File: config.mk
export PLATFORM = sky130hd
export DESIGN_NAME = wb_rr_intercon_flat
export DESIGN_NICKNAME = d
export VERILOG_FILES = /design/src/rtl/wb_rr_intercon_if.sv /design/src/rtl/wb_rr_intercon.sv /design/src/flat_wrapper.sv
export SDC_FILE = /design/constraint.sdc
export NUM_CORES = 1
export LEC_CHECK = 0
export BUFFER_PORTS_ARGS = -buffer_cell sky130_fd_sc_hd__buf_2
export CELL_PAD_IN_SITES_DETAIL_PLACEMENT = 0
export CELL_PAD_IN_SITES_GLOBAL_PLACEMENT = 2
export CORE_AREA = 2 2 214 216
export CTS_BUF_LIST = sky130_fd_sc_hd__clkbuf_8 sky130_fd_sc_hd__clkbuf_16
export DETAILED_ROUTE_END_ITERATION = 16
export DIE_AREA = 0 0 216 218
export PLACE_DENSITY = 0.57
export SYNTH_ARGS = -nofsm -noshare
export SYNTH_HDL_FRONTEND = slang
export SYNTH_SLANG_ARGS = --single-unit
export TNS_END_PERCENT = 30
File: constraint.sdc
create_clock -name clk -period 4.68 [get_ports clk]
set_input_delay 0.702 -clock clk [delete_from_list [all_inputs] [get_ports clk]]
set_output_delay 0.702 -clock clk [all_outputs]
set_load 0.01 [all_outputs]
File: src/rtl/wb_rr_intercon_if.sv
// wb_rr_intercon_if
// Bundle of every Wishbone signal that passes through the shared-bus interconnect.
// Signal names carry the interconnect's own _i/_o direction so that board tops and
// the interconnect body refer to one set of names.
//
// Parameters:
//   NUM_M  number of masters
//   NUM_S  number of slaves
//
// Modports:
//   slave   view used by wb_rr_intercon (sinks master requests and slave responses)
//   master  view used by the surrounding system (drives requests, models the slaves)
//
// Signals:
//   m_adr_i/m_dat_i/m_sel_i/m_we_i/m_cyc_i/m_stb_i  packed per-master request fields
//   m_dat_o/m_ack_o/m_err_o/m_rty_o                 read data broadcast, per-master responses
//   s_adr_o/s_dat_o/s_sel_o/s_we_o                  shared slave request fields
//   s_cyc_o/s_stb_o                                 per-slave cycle and strobe
//   s_dat_i/s_ack_i/s_err_i/s_rty_i                 per-slave read data and responses
//   grant_o                                         one-hot current grant (probe)
interface wb_rr_intercon_if #(
  parameter int NUM_M = 2,
  parameter int NUM_S = 8
);
  logic [NUM_M*32-1:0] m_adr_i;
  logic [NUM_M*32-1:0] m_dat_i;
  logic [NUM_M*4-1:0]  m_sel_i;
  logic [NUM_M-1:0]    m_we_i;
  logic [NUM_M-1:0]    m_cyc_i;
  logic [NUM_M-1:0]    m_stb_i;
  logic [31:0]         m_dat_o;
  logic [NUM_M-1:0]    m_ack_o;
  logic [NUM_M-1:0]    m_err_o;
  logic [NUM_M-1:0]    m_rty_o;
  logic [31:0]         s_adr_o;
  logic [31:0]         s_dat_o;
  logic [3:0]          s_sel_o;
  logic                s_we_o;
  logic [NUM_S-1:0]    s_cyc_o;
  logic [NUM_S-1:0]    s_stb_o;
  logic [NUM_S*32-1:0] s_dat_i;
  logic [NUM_S-1:0]    s_ack_i;
  logic [NUM_S-1:0]    s_err_i;
  logic [NUM_S-1:0]    s_rty_i;
  logic [NUM_M-1:0]    grant_o;

  modport slave (
    input  m_adr_i, m_dat_i, m_sel_i, m_we_i, m_cyc_i, m_stb_i,
    output m_dat_o, m_ack_o, m_err_o, m_rty_o,
    output s_adr_o, s_dat_o, s_sel_o, s_we_o, s_cyc_o, s_stb_o,
    input  s_dat_i, s_ack_i, s_err_i, s_rty_i,
    output grant_o
  );

  modport master (
    output m_adr_i, m_dat_i, m_sel_i, m_we_i, m_cyc_i, m_stb_i,
    input  m_dat_o, m_ack_o, m_err_o, m_rty_o,
    input  s_adr_o, s_dat_o, s_sel_o, s_we_o, s_cyc_o, s_stb_o,
    output s_dat_i, s_ack_i, s_err_i, s_rty_i,
    input  grant_o
  );
endinterface

File: src/rtl/wb_rr_intercon.sv
// wb_rr_intercon
// Shared-bus Wishbone interconnect: NUM_M masters, NUM_S slaves, round-robin
// arbitration, base/mask address decode, error response on unmapped addresses.
//
// Optional feature: define WB_RR_INTERCON_WATCHDOG_EN to add a bus-timeout
// watchdog that returns an error to the granted master after TIMEOUT stalled
// cycles. Without it a mapped slave that never answers stalls the bus.
//
// Parameters:
//   NUM_M    masters (1..8)
//   NUM_S    slaves (1..16)
//   S_BASE   packed slave base addresses, slave k in [32k+31:32k]
//   S_MASK   packed slave decode masks, slave k in [32k+31:32k]
//   TIMEOUT  watchdog limit in cycles (1..65535)
//
// Ports:
//   clk    system clock, rising edge
//   rst_n  asynchronous active-low reset
//   bus    wb_rr_intercon_if.slave, all master and slave Wishbone signals
//
// Request and response paths are combinational behind the registered grant;
// only the grant, the round-robin pointer and the error pulse are state.
module wb_rr_intercon #(
  parameter int                  NUM_M   = 2,
  parameter int                  NUM_S   = 8,
  parameter logic [NUM_S*32-1:0] S_BASE  = {NUM_S{32'h0000_0000}},
  parameter logic [NUM_S*32-1:0] S_MASK  = {NUM_S{32'hE000_0000}},
  parameter int                  TIMEOUT = 1023
) (
  input logic             clk,
  input logic             rst_n,
  wb_rr_intercon_if.slave bus
);

  localparam int MW = (NUM_M > 1) ? $clog2(NUM_M) : 1;

  typedef enum logic {
    IDLE  = 1'b0,
    OWNED = 1'b1
  } state_t;

  state_t           state_r;
  state_t           state_nxt_s;
  logic [NUM_M-1:0] grant_r;
  logic [NUM_M-1:0] grant_nxt_s;
  logic [MW-1:0]    last_r;
  logic [MW-1:0]    last_nxt_s;

  logic             rr_found_s;
  logic [MW-1:0]    rr_idx_s;
  logic [NUM_M-1:0] rr_oh_s;

  logic             gnt_cyc_s;
  logic             gnt_stb_s;
  logic [31:0]      adr_s;
  logic [31:0]      wdat_s;
  logic [3:0]       sel_s;
  logic             we_s;

  logic [NUM_S-1:0] hit_raw_s;
  logic [NUM_S-1:0] hit_oh_s;
  logic             any_hit_s;
  logic [NUM_S-1:0] dec_oh_s;

  logic [31:0]      rdat_s;
  logic             resp_ack_s;
  logic             resp_err_s;
  logic             resp_rty_s;

  logic             miss_s;
  logic             wd_fire_s;
  logic             err_r;

  // Round-robin search: first requester strictly after last_r, wrapping; last_r itself is tried last.
  always_comb begin
    rr_found_s = 1'b0;
    rr_idx_s   = {MW{1'b0}};
    for (int i = 1; i <= NUM_M; i++) begin
      logic [MW-1:0] cand;
      cand = MW'((int'(last_r) + i) % NUM_M);
      if (!rr_found_s && bus.m_cyc_i[cand]) begin
        rr_found_s = 1'b1;
        rr_idx_s   = cand;
      end else begin
        rr_found_s = rr_found_s;
      end
    end
  end

  // One-hot form of the round-robin winner.
  always_comb begin
    rr_oh_s = {NUM_M{1'b0}};
    for (int i = 0; i < NUM_M; i++) begin
      rr_oh_s[i] = (rr_idx_s == MW'(i));
    end
  end

  // Arbiter state, grant and pointer registers.
  always_ff @(posedge clk or negedge rst_n) begin
    if (!rst_n) begin
      state_r <= IDLE;
      grant_r <= {NUM_M{1'b0}};
      last_r  <= MW'(NUM_M - 1);
    end else begin
      state_r <= state_nxt_s;
      grant_r <= grant_nxt_s;
      last_r  <= last_nxt_s;
    end
  end

  // Arbiter next state: hold while the owner keeps cyc, hand over in the same edge it drops.
  always_comb begin
    state_nxt_s = state_r;
    grant_nxt_s = grant_r;
    last_nxt_s  = last_r;
    case (state_r)
      IDLE: begin
        if (rr_found_s) begin
          state_nxt_s = OWNED;
          grant_nxt_s = rr_oh_s;
          last_nxt_s  = rr_idx_s;
        end else begin
          state_nxt_s = IDLE;
        end
      end
      OWNED: begin
        if (gnt_cyc_s) begin
          state_nxt_s = OWNED;
        end else if (rr_found_s) begin
          // last_r is the owner, so the search naturally skips to the next requester.
          state_nxt_s = OWNED;
          grant_nxt_s = rr_oh_s;
          last_nxt_s  = rr_idx_s;
        end else begin
          state_nxt_s = IDLE;
          grant_nxt_s = {NUM_M{1'b0}};
        end
      end
      default: begin
        state_nxt_s = IDLE;
        grant_nxt_s = {NUM_M{1'b0}};
      end
    endcase
  end

  // Request mux: AND-OR of the granted master's fields, all zero when nobody is granted.
  always_comb begin
    gnt_cyc_s = 1'b0;
    gnt_stb_s = 1'b0;
    adr_s     = 32'h0000_0000;
    wdat_s    = 32'h0000_0000;
    sel_s     = 4'h0;
    we_s      = 1'b0;
    for (int i = 0; i < NUM_M; i++) begin
      if (grant_r[i]) begin
        gnt_cyc_s = gnt_cyc_s | bus.m_cyc_i[i];
        gnt_stb_s = gnt_stb_s | (bus.m_cyc_i[i] & bus.m_stb_i[i]);
        adr_s     = adr_s  | bus.m_adr_i[i*32 +: 32];
        wdat_s    = wdat_s | bus.m_dat_i[i*32 +: 32];
        sel_s     = sel_s  | bus.m_sel_i[i*4 +: 4];
        we_s      = we_s   | bus.m_we_i[i];
      end else begin
        gnt_cyc_s = gnt_cyc_s;
      end
    end
  end

  // Address compare against every slave window.
  always_comb begin
    hit_raw_s = {NUM_S{1'b0}};
    for (int k = 0; k < NUM_S; k++) begin
      hit_raw_s[k] = ((adr_s & S_MASK[k*32 +: 32]) == (S_BASE[k*32 +: 32] & S_MASK[k*32 +: 32]));
    end
  end

  // Priority select: on overlapping windows the lowest slave index wins.
  always_comb begin
    hit_oh_s  = {NUM_S{1'b0}};
    any_hit_s = 1'b0;
    for (int k = 0; k < NUM_S; k++) begin
      if (hit_raw_s[k] && !any_hit_s) begin
        hit_oh_s[k] = 1'b1;
        any_hit_s   = 1'b1;
      end else begin
        any_hit_s = any_hit_s;
      end
    end
  end

  // Decode is only live while the owner holds cyc; otherwise address 0 could select a slave.
  assign dec_oh_s = hit_oh_s & {NUM_S{gnt_cyc_s}};
  assign miss_s   = gnt_stb_s & ~any_hit_s;

  // Response mux from the selected slave.
  always_comb begin
    rdat_s = 32'h0000_0000;
    for (int k = 0; k < NUM_S; k++) begin
      if (dec_oh_s[k]) begin
        rdat_s = rdat_s | bus.s_dat_i[k*32 +: 32];
      end else begin
        rdat_s = rdat_s;
      end
    end
  end

  assign resp_ack_s = |(bus.s_ack_i & dec_oh_s);
  assign resp_err_s = |(bus.s_err_i & dec_oh_s);
  assign resp_rty_s = |(bus.s_rty_i & dec_oh_s);

`ifdef WB_RR_INTERCON_WATCHDOG_EN
  localparam logic [15:0] TIMEOUT_W = 16'(TIMEOUT);

  logic [15:0] wd_cnt_r;
  logic        wd_stall_s;

  // A mapped, strobed access that got no answer from its slave this cycle.
  assign wd_stall_s = gnt_stb_s & any_hit_s & ~(resp_ack_s | resp_err_s | resp_rty_s);
  assign wd_fire_s  = wd_stall_s & ((wd_cnt_r + 16'd1) == TIMEOUT_W);

  // Stall counter: counts stalled cycles, restarts on any response, idle strobe or a fired timeout.
  always_ff @(posedge clk or negedge rst_n) begin
    if (!rst_n) begin
      wd_cnt_r <= 16'd0;
    end else if (!wd_stall_s || wd_fire_s) begin
      wd_cnt_r <= 16'd0;
    end else begin
      wd_cnt_r <= wd_cnt_r + 16'd1;
    end
  end
`else
  assign wd_fire_s = 1'b0;
`endif

  // Interconnect-generated error pulse; a held miss strobe re-arms only after the pulse has gone out.
  always_ff @(posedge clk or negedge rst_n) begin
    if (!rst_n) begin
      err_r <= 1'b0;
    end else begin
      err_r <= (miss_s & ~err_r) | wd_fire_s;
    end
  end

  assign bus.s_adr_o = adr_s;
  assign bus.s_dat_o = wdat_s;
  assign bus.s_sel_o = sel_s;
  assign bus.s_we_o  = we_s;
  assign bus.s_cyc_o = dec_oh_s;
  assign bus.s_stb_o = dec_oh_s & {NUM_S{gnt_stb_s}};

  assign bus.m_dat_o = rdat_s;
  assign bus.m_ack_o = grant_r & {NUM_M{resp_ack_s}};
  assign bus.m_err_o = grant_r & {NUM_M{resp_err_s | err_r}};
  assign bus.m_rty_o = grant_r & {NUM_M{resp_rty_s}};
  assign bus.grant_o = grant_r;

endmodule

File: src/flat_wrapper.sv
// flat-port wrapper written by rule: the top's interface ports become plain ports
module wb_rr_intercon_flat 
#(
  parameter int                  NUM_M   = 2,
  parameter int                  NUM_S   = 8,
  parameter logic [NUM_S*32-1:0] S_BASE  = {NUM_S{32'h0000_0000}},
  parameter logic [NUM_S*32-1:0] S_MASK  = {NUM_S{32'hE000_0000}},
  parameter int                  TIMEOUT = 1023
)
  (clk, rst_n, bus_m_adr_i, bus_m_dat_i, bus_m_sel_i, bus_m_we_i, bus_m_cyc_i, bus_m_stb_i, bus_m_dat_o, bus_m_ack_o, bus_m_err_o, bus_m_rty_o, bus_s_adr_o, bus_s_dat_o, bus_s_sel_o, bus_s_we_o, bus_s_cyc_o, bus_s_stb_o, bus_s_dat_i, bus_s_ack_i, bus_s_err_i, bus_s_rty_i, bus_grant_o);
  wb_rr_intercon_if #(.NUM_M(NUM_M), .NUM_S(NUM_S)) bus_i ();
  input logic clk;
  input logic rst_n;
  input wire logic [$bits(bus_i.m_adr_i)-1:0] bus_m_adr_i;
  input wire logic [$bits(bus_i.m_dat_i)-1:0] bus_m_dat_i;
  input wire logic [$bits(bus_i.m_sel_i)-1:0] bus_m_sel_i;
  input wire logic [$bits(bus_i.m_we_i)-1:0] bus_m_we_i;
  input wire logic [$bits(bus_i.m_cyc_i)-1:0] bus_m_cyc_i;
  input wire logic [$bits(bus_i.m_stb_i)-1:0] bus_m_stb_i;
  output wire logic [$bits(bus_i.m_dat_o)-1:0] bus_m_dat_o;
  output wire logic [$bits(bus_i.m_ack_o)-1:0] bus_m_ack_o;
  output wire logic [$bits(bus_i.m_err_o)-1:0] bus_m_err_o;
  output wire logic [$bits(bus_i.m_rty_o)-1:0] bus_m_rty_o;
  output wire logic [$bits(bus_i.s_adr_o)-1:0] bus_s_adr_o;
  output wire logic [$bits(bus_i.s_dat_o)-1:0] bus_s_dat_o;
  output wire logic [$bits(bus_i.s_sel_o)-1:0] bus_s_sel_o;
  output wire logic [$bits(bus_i.s_we_o)-1:0] bus_s_we_o;
  output wire logic [$bits(bus_i.s_cyc_o)-1:0] bus_s_cyc_o;
  output wire logic [$bits(bus_i.s_stb_o)-1:0] bus_s_stb_o;
  input wire logic [$bits(bus_i.s_dat_i)-1:0] bus_s_dat_i;
  input wire logic [$bits(bus_i.s_ack_i)-1:0] bus_s_ack_i;
  input wire logic [$bits(bus_i.s_err_i)-1:0] bus_s_err_i;
  input wire logic [$bits(bus_i.s_rty_i)-1:0] bus_s_rty_i;
  output wire logic [$bits(bus_i.grant_o)-1:0] bus_grant_o;
  assign bus_i.m_adr_i = bus_m_adr_i;
  assign bus_i.m_dat_i = bus_m_dat_i;
  assign bus_i.m_sel_i = bus_m_sel_i;
  assign bus_i.m_we_i = bus_m_we_i;
  assign bus_i.m_cyc_i = bus_m_cyc_i;
  assign bus_i.m_stb_i = bus_m_stb_i;
  assign bus_m_dat_o = bus_i.m_dat_o;
  assign bus_m_ack_o = bus_i.m_ack_o;
  assign bus_m_err_o = bus_i.m_err_o;
  assign bus_m_rty_o = bus_i.m_rty_o;
  assign bus_s_adr_o = bus_i.s_adr_o;
  assign bus_s_dat_o = bus_i.s_dat_o;
  assign bus_s_sel_o = bus_i.s_sel_o;
  assign bus_s_we_o = bus_i.s_we_o;
  assign bus_s_cyc_o = bus_i.s_cyc_o;
  assign bus_s_stb_o = bus_i.s_stb_o;
  assign bus_i.s_dat_i = bus_s_dat_i;
  assign bus_i.s_ack_i = bus_s_ack_i;
  assign bus_i.s_err_i = bus_s_err_i;
  assign bus_i.s_rty_i = bus_s_rty_i;
  assign bus_grant_o = bus_i.grant_o;
  wb_rr_intercon #(.NUM_M(NUM_M), .NUM_S(NUM_S), .S_BASE(S_BASE), .S_MASK(S_MASK), .TIMEOUT(TIMEOUT)) u_core (.clk(clk), .rst_n(rst_n), .bus(bus_i));
endmodule
==> flow_summary.json <==
{
  "post-route-period-util_pct": 64.64,
  "setup_viol": 0,
  "yosys-top-cells-count": "69 x a22o_1, 20 x and2_4, 14 x buf_4",
  "clock_tree.root_cell": "clkbuf_16",
  "finalSetupTns_ns": 0,
  "final_nets": 870,
  "synthesis.area_sq_um": 1441,
  "critPathArrivalTime_ns": 2.32,
  "drtIter0Drc": 79,
  "cts_setup_buffers": 0,
  "antenna_found_initial": 4,
  "ys_ff_latch": 5,
  "rr_startpoint": "u_core.bus.grant_o[1]$_DFFE_PN0P_",
  "ff_latch_area_sq_um": 131.4,
  "hold_viol_final": 0,
  "antenna_left": 0,
  "portBuffers": 289,
  "grt_pass1_vias": 2260,
  "worstSkewPairLatency_ns": 0.23,
  "die_w_microns": 216,
  "wirelength_microns": 10130,
  "synth_area_leader_cell": "a22o_1",
  "start_util_pct": 3.211,
  "end_kind": "primary output",
  "viasPerCell": 2.394,
  "cts_resized": 0,
  "ff2ff_setup_slack_ns": 2.76,
  "crit_start": "u_core.bus.grant_o[0]$_DFFE_PN0P_",
  "p_per_area_nw_per_um2": 261.6,
  "maxSlewHeadroom_pct": 38.47,
  "fin_worst_skew_ns": 0.001476,
  "ys_warn_count": 0,
  "avgSynthCellArea_sq_um": 8.190,
  "ys_seq_area_share_pct": 8.767,
  "outcome": "finished clean",
  "cts-buffers-inserted": 3,
  "critPathKind": "register to primary output",
  "rows": 78,
  "n_antenna_cell": 0,
  "utilization_pct": 7.890,
  "drc": 0,
  "start_kind": "register",
  "die-area_sq_um": 47090,
  "rsz0062_at_grt": "no",
  "grt_overflow": 0,
  "worstMarginPinSlew_ns": 0.9230,
  "clk_transition_reported_paths_ns": 0.03,
  "async_flop_share_pct": 100.0,
  "cts_tree": "yes",
  "crit_required_ns": 3.98,
  "r2r_cells": 4,
  "synth_cell_types": 28,
  "gp_congestion": 0.6346,
  "cts.sinks": 5,
  "yosysMostFrequentCell": "a22o_1",
  "p_leak_uw": 0.001844,
  "grt_start_max_net_pins": 80,
  "min_period_ns": 3.025,
  "fmax_mhz": 330.6,
  "multi_input_area_sq_um": 1124,
  "worstPathMaxFanout": 79,
  "drive_above_1_share_pct": 72.36,
  "core-area_sq_um": 44890,
  "hold_path.class": "primary input to async pin",
  "vias": 2502,
  "yosysTopAreaCellShare_pct": 41.93,
  "areaGrowthSynthToFinish_pct": 145.7,
  "cts_buffer_depth": 2,
  "peakVddDrop_mv": 0.1588,
  "chipHeight_microns": 218,
  "synth_cells": 176,
  "place_hpwl_microns": 8439,
  "pin_count": 549,
  "reg2reg_to": "u_core.bus.grant_o[0]$_DFFE_PN0P_",
  "fillers": 5289,
  "endpoint": "bus_s_stb_o[0]",
  "wl_per_cell_microns": 9.689,
  "slew_viol_final": 0,
  "ctsHtreeMaxLevel": 1,
  "yosys-top-cells-area": "a22o_1 42%, and2_4 12%, buf_4 7.3%, dfrtp_1 6.9%, and2_1 5.2%",
  "cts_hold_buf": 0,
  "drv_cap": 0,
  "synth_edf_count": 0,
  "track_usage_pct": 3.912,
  "dr.pass1.iters": 4,
  "grt_pass1_wl_microns": 13480,
  "ys.flop_type": "dfrtp_1"
}
[worst min path at each step]
stage               slack [ns]                    from                                 to
finish                    0.29                   rst_n  u_core.bus.grant_o[0]$_DFFE_PN0P_
global route              0.29                   rst_n  u_core.bus.grant_o[0]$_DFFE_PN0P_
CTS                       0.29                   rst_n  u_core.bus.grant_o[0]$_DFFE_PN0P_
detailed placement        0.43  u_core.err_r$_DFF_PN0_             u_core.err_r$_DFF_PN0_
global placement          0.43  u_core.err_r$_DFF_PN0_             u_core.err_r$_DFF_PN0_
floorplan                 0.41                   rst_n  u_core.bus.grant_o[0]$_DFFE_PN0P_
[cell usage in the layout (no fill, tap or decap), types with 3 or more instances in the layout]
master	instances
buf_2	289
a22o_1	69
and2_4	20
conb_1	14
and2_1	12
and3_1	5
a21oi_1	5
nor2b_1	3
nand2_1	3
clkbuf_16	3
[metal layers]
layer / vias up / global-route usage, % / wire [microns]
met5: - / 0 / 10
met3: 6 / 1.702 / 1321
met4: 2 / 0.6849 / 71
met2: 205 / 7.599 / 5235
li1: 1187 / - / -
met1: 1102 / 3.857 / 3487
[area by class of cell]
cell class                      instances  share of cell area (%)
Clock buffer                            3                   2.119
Tap cell                              600                   21.19
Timing Repair Buffer                  290                   41.05
Multi-Input combinational cell        145                   31.72
Clock inverter                          1                  0.1060
Inverter                                1                  0.1060
Sequential cell                         5                   3.709
[worst max-delay path: stages, from the launching register on]
cell	delay [ns]
dfrtp_4	1.02
a22o_4	0.27
and3_4	0.40
nor2b_1	0.19
buf_2	0.20
[state kept, by name, indices dropped and copies added (netlist names)]
register            flops
u_core.bus.grant_o      2
u_core.state_r          1
u_core.err_r            1
u_core.last_r           1
[per-stage QoR]
| stage | setup slack [ns] | power [uW] | std cells | hold WS (ns) | area (sq um) |
|---|---|---|---|---|---|
| 6_report | 1.655 | 926.7 | 1045 | 0.2898 | 3542 |
| 5_1_grt | 1.424 | 1002 | 1045 | 0.2946 | 3542 |
| 4_1_cts | 1.533 | 953.4 | 1045 | 0.2930 | 3542 |
| 3_5_place_dp | 1.795 | 807.0 | 1041 | 0.4334 | 3463 |
| 3_3_place_gp | 1.804 | 816.6 | 1041 | 0.4289 | 3463 |
| 2_1_floorplan | 2.364 | 507.0 | 189 | 0.4052 | 1490 |
[kinds of logic after synthesis]
logic type	after synthesis	share of synthesized area, %
buf+inv	39	16.67
simple gates	47	23.70
flops	5	8.768
compound gates	84	50.61
other cells	1	0.2602
[power breakdown]
part           switching (uW)  leakage [uW]  internal, uW
logic                     307       0.00175           328
clock network            28.6     0.0000423           111
registers                95.3     0.0000552          57.1
(Power assumes the default switching activity.)
